==> src/rtl/ysyx_22040127_ifu.sv <==
// Instruction fetch unit: fetch PC, one outstanding 8-byte-aligned memory read,
// 32-bit word select, and a small instruction FIFO toward decode.
module ysyx_22040127_ifu #(
  parameter logic [63:0] RESET_PC  = 64'h0000_0000_8000_0000,
  parameter int unsigned BUF_DEPTH = 2
) (
  input  logic        clk,
  input  logic        rst,
  output logic        imem_req_valid,
  input  logic        imem_req_ready,
  output logic [63:0] imem_req_addr,
  input  logic        imem_resp_valid,
  input  logic [63:0] imem_resp_data,
  input  logic        redirect_valid,
  input  logic [63:0] redirect_pc,
  output logic        inst_valid,
  input  logic        inst_ready,
  output logic [31:0] inst,
  output logic [63:0] inst_pc
);

  localparam int unsigned PTR_W = (BUF_DEPTH > 1) ? $clog2(BUF_DEPTH) : 1;
  localparam int unsigned CNT_W = PTR_W + 1;
  localparam logic [CNT_W-1:0] DEPTH_C = CNT_W'(BUF_DEPTH);

  typedef enum logic [1:0] {S_IDLE, S_REQ, S_WAIT} state_e;

  state_e             state_q;
  logic [63:0]        fetch_pc_q;
  logic [63:0]        req_pc_q;
  logic               drop_q;
  logic               req_valid_q;
  logic [63:0]        req_addr_q;
  logic [CNT_W-1:0]   cnt_q, cnt_d;
  logic [PTR_W-1:0]   wptr_q, rptr_q;
  logic [31:0]        buf_inst_q [BUF_DEPTH];
  logic [63:0]        buf_pc_q   [BUF_DEPTH];

  logic               handshake;
  logic               push_en;
  logic               pop_en;
  logic [31:0]        word;
  logic [63:0]        redir_pc_w;
  logic               unused_redir_bits;

  function automatic logic [63:0] line_addr(input logic [63:0] pc);
    return {pc[63:3], 3'b000};
  endfunction

  assign handshake  = (state_q == S_REQ) && imem_req_ready;
  assign word       = req_pc_q[2] ? imem_resp_data[63:32] : imem_resp_data[31:0];
  assign redir_pc_w = {redirect_pc[63:2], 2'b00};
  assign unused_redir_bits = ^redirect_pc[1:0];

  // A response is pushed only if it is neither stale nor overtaken by a redirect
  assign push_en = (state_q == S_WAIT) && imem_resp_valid && !drop_q && !redirect_valid;
  assign pop_en  = inst_valid && inst_ready;
  assign cnt_d   = redirect_valid ? '0 : cnt_q + CNT_W'(push_en) - CNT_W'(pop_en);

  assign imem_req_valid = req_valid_q;
  assign imem_req_addr  = req_addr_q;
  assign inst_valid     = (cnt_q != '0);
  assign inst           = inst_valid ? buf_inst_q[rptr_q] : '0;
  assign inst_pc        = inst_valid ? buf_pc_q[rptr_q]   : '0;

  always_ff @(posedge clk) begin
    if (rst) begin
      state_q     <= S_IDLE;
      fetch_pc_q  <= RESET_PC;
      drop_q      <= 1'b0;
      cnt_q       <= '0;
      wptr_q      <= '0;
      rptr_q      <= '0;
      req_valid_q <= 1'b0;
      req_addr_q  <= '0;
    end else begin
      cnt_q <= cnt_d;
      if (redirect_valid) begin
        wptr_q <= '0;
        rptr_q <= '0;
      end else begin
        if (push_en) wptr_q <= wptr_q + PTR_W'(1);
        if (pop_en)  rptr_q <= rptr_q + PTR_W'(1);
      end

      if (redirect_valid) begin
        fetch_pc_q <= redir_pc_w;
        unique case (state_q)
          S_REQ: begin
            if (handshake) begin
              drop_q      <= 1'b1;
              state_q     <= S_WAIT;
              req_valid_q <= 1'b0;
            end else begin
              req_addr_q  <= line_addr(redir_pc_w);
            end
          end
          S_WAIT: begin
            if (imem_resp_valid) begin
              drop_q      <= 1'b0;
              state_q     <= S_REQ;
              req_valid_q <= 1'b1;
              req_addr_q  <= line_addr(redir_pc_w);
            end else begin
              drop_q      <= 1'b1;
            end
          end
          default: begin
            state_q     <= S_REQ;
            req_valid_q <= 1'b1;
            req_addr_q  <= line_addr(redir_pc_w);
          end
        endcase
      end else begin
        unique case (state_q)
          S_IDLE: begin
            if (cnt_q < DEPTH_C) begin
              state_q     <= S_REQ;
              req_valid_q <= 1'b1;
              req_addr_q  <= line_addr(fetch_pc_q);
            end
          end
          S_REQ: begin
            if (handshake) begin
              fetch_pc_q  <= fetch_pc_q + 64'd4;
              state_q     <= S_WAIT;
              req_valid_q <= 1'b0;
            end
          end
          S_WAIT: begin
            if (imem_resp_valid) begin
              drop_q <= 1'b0;
              // Issue the next request only when its response is sure of a slot
              if (cnt_d < DEPTH_C) begin
                state_q     <= S_REQ;
                req_valid_q <= 1'b1;
                req_addr_q  <= line_addr(fetch_pc_q);
              end else begin
                state_q     <= S_IDLE;
              end
            end
          end
          default: state_q <= S_IDLE;
        endcase
      end
    end
  end

  always_ff @(posedge clk) begin
    if (handshake) req_pc_q <= fetch_pc_q;
    if (push_en) begin
      buf_inst_q[wptr_q] <= word;
      buf_pc_q[wptr_q]   <= req_pc_q;
    end
  end

endmodule

==> config.mk <==
export PLATFORM = sky130hd
export DESIGN_NAME = ysyx_22040127_ifu
export DESIGN_NICKNAME = d
export VERILOG_FILES = /design/src/rtl/ysyx_22040127_ifu.sv
export SDC_FILE = /design/constraint.sdc
export NUM_CORES = 1
export LEC_CHECK = 0
export ABC_AREA = 1
export ABC_CLOCK_PERIOD_IN_PS = 11500
export BUFFER_PORTS_ARGS = -buffer_cell sky130_fd_sc_hd__buf_2
export CORE_UTILIZATION = 30
export DETAILED_ROUTE_END_ITERATION = 16
export PLACE_DENSITY_LB_ADDON = 0.12
export SETUP_SLACK_MARGIN = 0.3
export SLEW_MARGIN = 20
export SYNTH_ARGS = -nofsm -noshare
export SYNTH_HDL_FRONTEND = slang
export SYNTH_SLANG_ARGS = --single-unit
==> constraint.sdc <==
create_clock -name clk -period 11.5 [get_ports clk]
set_input_delay 3.45 -clock clk [delete_from_list [all_inputs] [get_ports clk]]
set_output_delay 3.45 -clock clk [all_outputs]
set_load 0.005 [all_outputs]
Word-level counts from Yosys, hierarchy flattened
Memory sizes are Yosys's and may differ from the RTL's. A register that Yosys moved wholly into a read port is not among the register bits.
Index checks and enable logic that the tools add are counted.
- add/sub/neg operators: 5
- $lt $le $gt $ge: 2
- equal/unequal tests: 7
- muxes and demuxes: 43
- reduce and logical (&&, ||, !) cells: 23
- operators with widths (operator ; number):
    $mux W64 ; 10
    $pmux W64 S2 ; 2
    $add A64 B3 Y64 const B ; 1
    $mux W32 ; 2
    $mux W1 ; 18
    $mux W2 ; 6
    $reduce_bool A2 Y1 ; 6
    $ne A3 B3 Y1 const B ; 3
    $reduce_and A4 Y1 ; 2
    $pmux W2 S3 ; 1
    $reduce_and A2 Y1 ; 3
    $logic_and A1 B1 Y1 ; 5
    $reduce_and A5 Y1 ; 1
    $lt A2 B2 Y1 const B ; 2
    $pmux W1 S2 ; 2
    $pmux W2 S2 ; 1
    $reduce_bool A4 Y1 ; 1
    $ne A3 B2 Y1 const B ; 1
    $pmux W1 S3 ; 1
    $reduce_bool A3 Y1 ; 1
    $add A1 B1 Y1 const B ; 2
    $add A2 B1 Y2 ; 1
    $eq A2 B1 Y1 const B ; 1
    $eq A2 B2 Y1 const B ; 1
    5 further kinds ; 6
- register bits: 200
- memory bits (writable): 192
- input port bits: 134
- output and inout port bits: 162
- logic and storage cells: 92
- memories: 2
- memories (name ; depth ; width ; read ports ; clocked after memory_dff ; wr ports ; RTL line ; text):
    buf_pc_q ; 2 ; 64 ; 1 ; 1 ; 1 ; 37 ; logic [63:0] buf_pc_q [BUF_DEPTH];
    buf_inst_q ; 2 ; 32 ; 1 ; 1 ; 1 ; 36 ; logic [31:0] buf_inst_q [BUF_DEPTH];

Depth between registers and ports, before layout
- depth in word-level cells: 12
- mapped depth: 16
- mapped depth without buffers: 14

Worst setup path before layout
Ideal clock, no wire load.
- path kind: input-to-reg
- start: input redirect_valid
- end: memory buf_inst_q[1][0] (enable)
- library setup time: 0.549 ns
- arrival: 7.973 ns
- data required time: 10.951 ns
- slack: 2.978 ns
- stages: 5
- buffers on the path: 2
- cells stage by stage: buf_4 clkbuf_1 nor2_1 nand2_1 nor2_1
- cells in the longest elaborated chain, start to end: 4
- ends and longest elaborated chain (element ; RTL line ; text):
    from (decl) ; 14 ; input logic redirect_valid,
    $logic_not A1 Y1 ; 56 ; assign push_en = (state_q == S_WAIT) && imem_resp_valid && !drop_q && !redirect_valid;
    $logic_and A1 B1 Y1 ; 56 ;
    $mux W1 ; 151 ; if (push_en) begin
    $mux W1 (implied by the code) ; 152 ; buf_inst_q[wptr_q] <= word;
    to (decl) ; 36 ;
No other way between the ends.

==> flow_summary.toml <==
[power_and_ir_drop]
p_leak_uw = 0.00912
powerDensity_nw_per_um2 = 158
ir_drop_v = 0.0000991
finalPower_uw = 3380

[min_path]
holdPathStages = 0
holdCritPathClass = "reg -> reg"
min_from = "req_pc_q[18]$_DFFE_PP_"

[global_route]
grt_max_degree = 93
antenna_found_initial = 5
grt_overflow_total = 0
grt.total_usage = 0.184
grt_pass1_vias = 14100
grt_first_pass_wirelength_microns = 85300

[timing]
finalSetupViolCount = 0
relSlewSlack = 0.278
timing.fmax_ghz = 0.159
final-hold-violation-count = 0
rsz0062_at_grt = "false"
period_needed_ns = 6.29
worst_pin_slew_ns = 1.08
skew_ns = 0.0296
period_share = 0.547
drv_slew = 0
fin_tns_setup_ns = 0

[drt]
wl_microns = 56100
antenna_left = 0
dr_total_vias = 14800
met1_length_microns = 27400
route.detailed.drc = 0
initialDrtViolationCount = 1159
wl_per_cell_microns = 17.9
first_pass_iters = 5
top_layer_used = "met5"
met3_length_microns = 3310
vias_per_cell = 4.74
wl_met2_microns = 23400

[floorplanning]
io_pins = 296
start_util = 0.305
die_x_microns = 245
die_area_sq_um = 60000
die_y_microns = 245
coreArea_sq_um = 58000
num_rows = 88

[logic_synthesis]
synth_area_sq_um = 17700
synth_seq_area_share = 0.573
ys_ff_latch = 382
synth.area.top_cells = "edfxtp_1, dfxtp_1, nand2_1"
synth_area_leader_cell = "edfxtp_1"
synth_area_per_cell_sq_um = 8.52
ys_warn_count = 0
ys_types = 38
synth_cells = 2080
netlist.area_leader.share = 0.424

[placement]
io_buffers = 288
place_area_sq_um = 19800
place.gp.congestion = 0.869
hpwlAfterDp_microns = 37700

[critical_path]
required_ns = 8.05
reg2reg_depth = 16
path_class = "reg -> out"
critPathCaptureType = "primary output"
timing.rr.end = "imem_req_addr[52]$_SDFFE_PP0P_"
crit_path_top_delay_cell = "buf_4"
path_cells = "inv_2 > buf_4 > nand2_1 > a21oi_1 > buf_2"
slowest_delay_ns = 0.78
timing.rr.start = "cnt_q[1]$_SDFF_PP0_"
critPathArrivalTime_ns = 2.84
setup.worst_path.end = "inst_pc[39]"
cp_max_fo = 85
startpoint_type = "register"
rrSetupSlack_ns = 7.84

[cts]
cts_htree_levels = 2
tritoncts = "built"
cts_hold_repair.buffers = 0
cts.clk_slew.worst_paths_ns = 0.06
root_buffer = "clkbuf_16"
clock_sinks = 382
clk_latency_ns = 0.60
cts_buffers = 46
ctsResizeCount = 0
post_cts_buffers = 0
cts_buffer_depth = 3

[layout]
finalInstanceArea_sq_um = 21400
drive_above_1_share = 0.181
area_growth_syn_to_layout_pct = 20.6
final_util = 0.368
finalNetCount = 2461

[outcome]
status = "finished clean"

[job]
drv_cap = 0
## state kept, by name, summed over array words and instances (netlist names), named ones only
register,count
rptr_q,1
state_q,2
drop_q,1
cnt_q,2
buf_inst_q,64
buf_pc_q,124
imem_req_valid,1
fetch_pc_q,62
req_pc_q,62
wptr_q,1
imem_req_addr,61
## cells by family after synthesis
logic type,after synthesis,share of synthesized area
mux,32,0.0203
compound gates,313,0.0936
simple gates,1029,0.237
xor+xnor,6,0.00297
flops,382,0.573
buf+inv,314,0.0702
fa+ha+maj,3,0.00212
other cells,1,0.000212
## how the worst min path moves through the flow
stage	end	slack, ns
floorplan	buf_pc_q[0][10]$_DFFE_PP_	0.42
global placement	buf_pc_q[0][57]$_DFFE_PP_	0.42
detailed placement	buf_pc_q[1][29]$_DFFE_PP_	0.43
CTS	buf_pc_q[0][18]$_DFFE_PP_	0.44
global route	buf_pc_q[1][10]$_DFFE_PP_	0.45
finish	buf_pc_q[0][18]$_DFFE_PP_	0.43
## synth_stat cells
master / number
nand2_1: 510
nor2_1: 311
edfxtp_1: 250
a21oi_1: 199
inv_1: 197
nand3_1: 154
dfxtp_1: 132
o21ai_0: 72
clkbuf_1: 69
mux2_2: 32
nand4_1: 29
buf_2: 19
buf_1: 16
a31oi_1: 13
buf_4: 11
nor3_1: 8
o211ai_1: 8
o21a_1: 8
o21bai_1: 6
xnor2_1: 4
a21boi_0: 3
and2_1: 3
ha_1: 3
inv_2: 2
nand2_2: 2
nand3b_1: 2
nor2_2: 2
nor2_4: 2
nor3_2: 2
nor3b_1: 2
xor2_1: 2
a211oi_1: 1
a21o_1: 1
a221oi_1: 1
conb_1: 1
nand3_2: 1
nor4_1: 1
o2111ai_1: 1
## power by group
part | total, uW | switching, uW | internal [uW]
Combinational | 294 | 180 | 114
Sequential | 1590 | 63.6 | 1530
Clock | 1500 | 603 | 894
## through the flow
step	std cells	setup slack [ns]	hold slack, ns
final	3127	5.21	0.432
after global routing	3126	4.97	0.451
after CTS	3126	5.07	0.436
after detailed placement	3041	4.85	0.430
after global placement	3041	4.94	0.425
after floorplan	2084	2.98	0.421
## cell type report
class                   count  area [sq um]
diodes                      1          2.50
clock buffers              68          1330
clock inverters            17           220
fillers                  5952         36700
inverters                 199           747
multi-input cells        1388          6370
flip-flops and latches    382         10200
well taps                 765           957
repair buffers            307          1590
## placed cells by master (no fill, tap or decap), types with 13 or more instances in the layout
master,netlist,routed
a31oi_1,13,13
nand3_1,154,154
inv_1,197,193
nor2_1,311,308
edfxtp_1,250,250
clkbuf_16,0,48
clkbuf_1,69,15
dfxtp_1,132,131
nand4_1,29,29
buf_2,19,287
mux2_2,32,32
buf_4,11,20
nand2_1,510,509
a21oi_1,199,199
o21ai_0,72,72
## critical path, delay by kind of cell (launching register included)
kind / cells / cell delay (ns)
AOI/OAI and AO/OA: 1 / 0.31
DFF: 1 / 0.51
and+or+nand+nor: 1 / 0.10
buffers and inverters: 3 / 1.21
## per-layer routing
| metal | track usage | up-vias |
|---|---|---|
| met5 | 0 | - |
| li1 | - | 7381 |
| met2 | 0.270 | 442 |
| met3 | 0.0396 | 106 |
| met1 | 0.265 | 6885 |
| met4 | 0.0678 | 6 |
(Power assumes the default switching activity.)
